## src/rtl/arp_pkg.sv

```systemverilog
//==============================================================================
// Module : arp_pkg
// Brief  : Shared ARP field constants and FSM encoding for encoder/decoder.
// Rev    : 1.0 - initial release
//==============================================================================
`default_nettype none

package arp_pkg;

    localparam logic [15:0] ARP_HW_TYPE_ETH = 16'h0001;
    localparam logic [15:0] ARP_PROTO_IPV4  = 16'h0800;
    localparam logic [7:0]  ARP_HLEN        = 8'h06;
    localparam logic [7:0]  ARP_PLEN        = 8'h04;
    localparam logic [15:0] ARP_OP_REQUEST  = 16'h0001;
    localparam logic [15:0] ARP_OP_REPLY    = 16'h0002;
    localparam int          ARP_LEN         = 28;
    localparam int          ARP_PAD_LEN     = 46;

    typedef enum logic [1:0] {
        ARP_IDLE   = 2'd0,
        ARP_SEND   = 2'd1,
        ARP_FINISH = 2'd2
    } arp_state_e;

endpackage

`default_nettype wire

```

## src/rtl/arp_encode8.sv

```systemverilog
//==============================================================================
// Module : arp_encode8
// Brief  : Serialises a 28-byte ARP packet MSB-first on a valid/ready stream.
//          Define ARP_PAD_EN to append 18 zero bytes (46-byte payload).
// Rev    : 1.0 - initial release
//==============================================================================
`default_nettype none

module arp_encode8
    import arp_pkg::*;
#(
    parameter int          AVL_SIZE   = 8,
    parameter int          AVL_WORDS  = 28,
    parameter int          MAC_SIZE   = 48,
    parameter int          IP_SIZE    = 32,
    parameter int          BYTE_SIZE  = 8,
    parameter logic [15:0] HW_TYPE    = ARP_HW_TYPE_ETH,
    parameter logic [15:0] PROTO_TYPE = ARP_PROTO_IPV4
) (
    input  logic                clk,
    input  logic                reset_n,
    input  logic                start,
    input  logic [15:0]         operation,
    input  logic [MAC_SIZE-1:0] sender_hardware_address,
    input  logic [IP_SIZE-1:0]  sender_protocol_address,
    input  logic [MAC_SIZE-1:0] target_hardware_address,
    input  logic [IP_SIZE-1:0]  target_protocol_address,
    output logic [AVL_SIZE-1:0] data_out,
    output logic                data_out_valid,
    input  logic                data_out_ready,
    output logic                data_out_sop,
    output logic                data_out_eop,
    output logic                busy,
    output logic                done
);

    localparam int c_PKT_W = AVL_WORDS * BYTE_SIZE;
    localparam int c_CNT_W = 6;
`ifdef ARP_PAD_EN
    localparam int c_NBYTES = ARP_PAD_LEN;
`else
    localparam int c_NBYTES = AVL_WORDS;
`endif
    localparam logic [c_CNT_W-1:0] c_LAST = c_CNT_W'(c_NBYTES - 1);

    arp_state_e         r_state;
    arp_state_e         w_next_state;
    logic [c_PKT_W-1:0] r_pkt;
    logic [c_CNT_W-1:0] r_cnt;
    logic               w_load;
    logic               w_accept;
    logic               w_last;

    assign w_load   = (r_state == ARP_IDLE) && start;
    assign w_accept = (r_state == ARP_SEND) && data_out_ready;
    assign w_last   = (r_cnt == c_LAST);

    always_comb begin
        w_next_state = r_state;
        case (r_state)
            ARP_IDLE:   if (start) w_next_state = ARP_SEND;
            ARP_SEND:   if (w_accept && w_last) w_next_state = ARP_FINISH;
            ARP_FINISH: w_next_state = ARP_IDLE;
            default:    w_next_state = ARP_IDLE;
        endcase
    end

    always_ff @(posedge clk or negedge reset_n) begin
        if (!reset_n) begin
            r_state <= ARP_IDLE;
        end else begin
            r_state <= w_next_state;
        end
    end

    // Zeros shift in behind the payload, so pad bytes come for free.
    always_ff @(posedge clk or negedge reset_n) begin
        if (!reset_n) begin
            r_pkt <= '0;
            r_cnt <= '0;
        end else if (w_load) begin
            r_pkt <= {HW_TYPE, PROTO_TYPE, ARP_HLEN, ARP_PLEN, operation,
                      sender_hardware_address, sender_protocol_address,
                      target_hardware_address, target_protocol_address};
            r_cnt <= '0;
        end else if (w_accept) begin
            r_pkt <= {r_pkt[c_PKT_W-BYTE_SIZE-1:0], {BYTE_SIZE{1'b0}}};
            r_cnt <= r_cnt + c_CNT_W'(1);
        end
    end

    assign data_out       = r_pkt[c_PKT_W-1 -: AVL_SIZE];
    assign data_out_valid = (r_state == ARP_SEND);
    assign data_out_sop   = (r_state == ARP_SEND) && (r_cnt == '0);
    assign data_out_eop   = (r_state == ARP_SEND) && w_last;
    assign busy           = (r_state == ARP_SEND);
    assign done           = (r_state == ARP_FINISH);

endmodule

`default_nettype wire

```

## config.mk

```make
export PLATFORM = sky130hd
export DESIGN_NAME = arp_encode8
export DESIGN_NICKNAME = d
export VERILOG_FILES = /design/src/rtl/arp_pkg.sv /design/src/rtl/arp_encode8.sv
export SDC_FILE = /design/constraint.sdc
export NUM_CORES = 1
export LEC_CHECK = 0
export BUFFER_PORTS_ARGS = -buffer_cell sky130_fd_sc_hd__buf_2
export CAP_MARGIN = 25
export CORE_UTILIZATION = 46
export CTS_BUF_LIST = sky130_fd_sc_hd__clkbuf_8
export DETAILED_ROUTE_END_ITERATION = 6
export PLACE_DENSITY = 0.73
export SETUP_SLACK_MARGIN = 0.5
export SLEW_MARGIN = 20
export SYNTH_ARGS = -nofsm -noshare
export SYNTH_HDL_FRONTEND = slang
export SYNTH_SLANG_ARGS = --single-unit
```

## constraint.sdc

```tcl
create_clock -name clk -period 2.32 [get_ports clk]
set_input_delay 0.464 -clock clk [delete_from_list [all_inputs] [get_ports clk]]
set_output_delay 0.464 -clock clk [all_outputs]
set_load 0.03 [all_outputs]
```

---- After elaboration in Yosys (flattened, before gate mapping) ----
Index checks and enable logic that the tools add are counted.
Widths: inputs -> output; s select.
cells by class
  add/subtract/negate cells ............... 1
  equal/unequal tests ..................... 5
  multiplexer cells ....................... 7
  reductions and logical operators ........ 9
operators with widths
  cell                 count
  $mux 224             2
  $mux 6               2
  $add 6x1->6 const B  1
  $eq 6x5->1 const B   1
  $logic_not 6->1      1
  $logic_and 1x1->1    5
  $mux 2               2
  $pmux 2 s2           1
  $eq 2x1->1 const B   1
  $eq 2x2->1 const B   1
  $logic_not 2->1      1
  $ne 2x1->1 const B   1
  $ne 2x2->1 const B   1
  $reduce_and 2->1     1
  $reduce_bool 2->1    1
word-level totals
  flip-flop bits (word level) ............. 232
  input port bits ......................... 180
  output and inout bits ................... 13
  word-level logic and storage cells ...... 25

---- Logic depth before layout (Yosys ltp) ----
  depth in word-level cells ............... 5
  gate-level depth with buffers ........... 6

---- Least setup slack after synthesis ----
Ideal clock, no wire load.
  kind .................................... register to output
  start ................................... register r_cnt[0]
  end ..................................... output port data_out_eop
  arrival ................................. 1.631 ns
  data required time ...................... 1.856 ns
  slack ................................... 0.225 ns
  cell stages (with the launch flop) ...... 5
  buffers on the path ..................... 0
  cell sequence ........................... dfrtp_1 > ha_1 > nand2_1 > or4b_2 > nor2_1
on the way
  longest elaborated chain between the ends .. 2
RTL lines
  item                    line               RTL
  from (decl)             arp_encode8.sv:49  logic [c_CNT_W-1:0] r_cnt;
  from (signal assigned)  arp_encode8.sv:88  r_cnt <= r_cnt + c_CNT_W'(1);
  $eq 6x5->1              arp_encode8.sv:56  assign w_last = (r_cnt == c_LAST);
  $logic_and 1x1->1       arp_encode8.sv:95  assign data_out_eop = (r_state == ARP_SEND) && w_last;
  to (decl)               arp_encode8.sv:32  output logic data_out_eop,
No other way between the ends.

---- Final worst setup path ----
  start ................................... register r_cnt[1]
  end ..................................... output port data_out_eop
The elaborated chain is that of the path after synthesis.

==> impl_results.md <==
* Outcome: finished with violations
* Violated checks: setup timing
* GPL Wtd Cong at 0.784
* Least-Margin Pin Slew at 0.609 ns
* CP required at 1.86 ns
* Worst path cell trace: ha_2, nand2_2, or4b_4, nor2_4, buf_6
* Gr ovfl total at 0
* Initial antenna violation count at 2
* Pre-CTS setup slack at 0.263 ns
* Post-synthesis async set-or-reset flop share at 100%
* DR vias/cell at 5.40
* CP Max Fanout at 2
* Crit path capture type: output pin
* CP delay by family, top: simple AND/OR/NAND/NOR gates
* Clk_skew at 0.0141 ns
* Number of synthesized flops with an enable pin at 0
* Initial Util at 46.8%
* Routed Antenna Nets at 0
* Setup CP Type: flop to output pin
* Slowest stage delay, CP at 0.51 ns
* Pwr dens at 1120 nW/um2
* Synth warn at 0
* Register area share after synthesis at 59.0%
* Worst IR drop on VDD at 0.576 mV
* I/O Pins at 193
* Starting DRT DRC Count at 453
* H-tree level count at 2
* Worst r2r dst: r_cnt[4]
* Count leader, synth: dfrtp_1
* Area growth syn-to-layout at 23.2%
* Share of the synthesized area in the top cell type at 59.0%
* DRT Pass-1 Iters at 5
* Max_slew headroom at 59.4%
* Top post-synthesis cells by area: dfrtp_1 (59%), a22oi_1 (13%), inv_1 (6.6%)
* Row Count at 53
* First-pass GRT wire length at 39.0 mm
* Vias at 7594
* RSZ-0062 raised after global routing: yes
* Final WS setup at -0.0446 ns
* WP depth at 5
* Share of layout cells above drive strength 1 at 26.9%
* Max-slew violation count at 0
* Final wirelength at 25.0 mm
* Syn Inst Count at 911
* Final cell count without fillers at 1407
* R2R Path Start: r_state[1]
* Detailed Place HPWL at 14.2 mm
* Primary FF master, synth: dfrtp_1
* Clk Latency, worst-skew pair at 0.52 ns
* Post-synthesis cell area at 9840 um2
* Final setup fails at 1
* Inst Count DP at 1317
* CORE AREA at 21000 um2
* Chip Width at 148 um
* Synth unique cells at 34
* Flops & latches, synth at 232
* Largest net degree at the start of global routing at 86
* CTS tree: built
* GRT Total Usage at 22.0%
* Syn Nets at 1093
* Fmax at 0.423 GHz
* Worst Setup SP: r_cnt[1]
* Worst path bufs/invs at 1
* R2r worst-path depth at 6
* Post-DR wirelength/cell at 17.7 um
* Hold Vio Cnt, Final at 0
* Crit path arrival time at 1.90 ns
* CTS Buffer Depth at 3
* Top cells by count, synth: dfrtp_1 (232), inv_1 (172), a22oi_1 (168)
* Vias in the first global route at 7740
* Die Y at 148 um
* Critical path endpoint: data_out_eop
* Die ar. at 22000 um2
* CTS Buf Count at 40
* Overall power at 13.5 mW
* Clock period minus final worst setup slack at 2.36 ns
* Type of origin of the critical path: flop
* IO Port Bufs at 192
* Post-route DRC at 0
* Syn avg cell area at 10.8 um2
* Crit share post-route at 102%
* Max Cap Viol at 0
* Leakage at 5.66 nW
* Hold WC Path Type: input pin to flop
* Clk slew on worst S/H paths at 0.06 ns
* NumNets Final at 1290
* Root Driver: clkbuf_8
* Area leader, netlist: dfrtp_1
* Worst R2R Setup Slack at 0.57 ns
* Slowest library cell on the worst path: or4b_4
* Clock sink count at 232
-- cells in the final DEF (no fill, tap or decap), types with 2 or more instances in the layout --
cell	synthesis	routed
diode_2	0	2
inv_1	172	181
buf_8	0	3
o22a_1	4	4
a22oi_1	168	168
buf_4	27	15
nand2_1	7	6
o31ai_1	2	2
nor2_1	3	2
buf_6	16	7
clkbuf_16	0	6
clkinvlp_4	0	2
buf_2	26	186
nor2_4	0	2
clkbuf_8	0	48
inv_4	0	3
clkinv_2	0	2
dfrtp_1	232	231
nand2_4	0	2
nand4_1	2	2
o21ai_1	118	118
buf_16	0	6
a22o_1	51	51
o21ai_0	54	54
buf_12	0	7
-- power breakdown --
part	internal [mW]	total, mW	switching (mW)
registers	5.67	6.64	0.973
logic	1.63	3.46	1.83
clock network	1.85	3.44	1.59
total	9.14	13.5	4.39
-- sequential cells by signal, indices dropped and copies added (netlist names) --
register / cells
r_pkt: 224
r_cnt: 6
r_state: 2
-- timing repair --
| action | CTS | global route |
|---|---|---|
| setup endpoints to repair | 28 | 129 |
| resized for setup | 28 | 14 |
| cloned | 3 | 6 |
| hold buffers | 1 | 0 |
| buffers inserted | 8 | 6 |
| pin swaps | 3 | 4 |
| endpoints found under the hold margin | 66 | 0 |
-- layer usage --
metal | vias to the layer above | global-route usage (%) | part of all wire, %
li1 | 3579 | - | -
met1 | 3694 | 30.6 | 43
met2 | 274 | 33.4 | 47
met3 | 47 | 5.40 | 7.5
met4 | 0 | 8.40 | 2.6
met5 | - | 0 | 0
-- worst min path at each step --
stage          slack, ns          to  depth (start not counted)                   startpoint
5_1_grt             0.15    r_pkt[1]                          2   target_protocol_address[1]
3_5_place_dp        0.48  r_pkt[141]                          1                      reset_n
6_report            0.16    r_pkt[1]                          2   target_protocol_address[1]
2_1_floorplan       0.17    r_cnt[0]                          0                      reset_n
3_3_place_gp        0.48  r_pkt[141]                          1                      reset_n
4_1_cts             0.13   r_pkt[57]                          3  target_hardware_address[25]
-- worst reg2reg max path, cell delays in order, from the launching register on --
cell     delay, ns
dfrtp_1       0.39
buf_6         0.12
buf_6         0.11
and3b_4       0.46
buf_16        0.27
nand4_1       0.15
mux2i_1       0.14
-- per-stage QoR --
stage          area (um2)  utilization (%)  TNS [ns]  hold WS [ns]
3_3_place_gp        10900             51.8         0         0.480
5_1_grt             12100             57.7    -0.128         0.148
4_1_cts             11900             56.4   -0.0755         0.132
3_5_place_dp        10900             51.9         0         0.477
6_report            12100             57.7   -0.0446         0.162
2_1_floorplan        9850                -         0         0.168
-- final cells by class --
class | instances | area [um2]
Multi-Input combinational cell | 431 | 2950
Fill cell | 1750 | 8900
Inverter | 172 | 653
Clock buffer | 48 | 661
Clock inverter | 16 | 70.1
Antenna cell | 2 | 5.00
Tap cell | 275 | 344
Timing Repair Buffer | 231 | 1630
Sequential cell | 232 | 5810
-- cell families (layout without fill, tap and decap cells) --
group / after synthesis / count (layout) / synth area share [%]
fa+ha+maj: 2 / 2 / 0.254
other cells: 0 / 2 / 0
buf+inv: 250 / 467 / 12.2
simple gates: 25 / 27 / 1.59
compound gates: 401 / 401 / 26.9
flops: 232 / 232 / 59.0
mux: 1 / 1 / 0.102
Note: power is estimated with default switching activity, not from simulation.
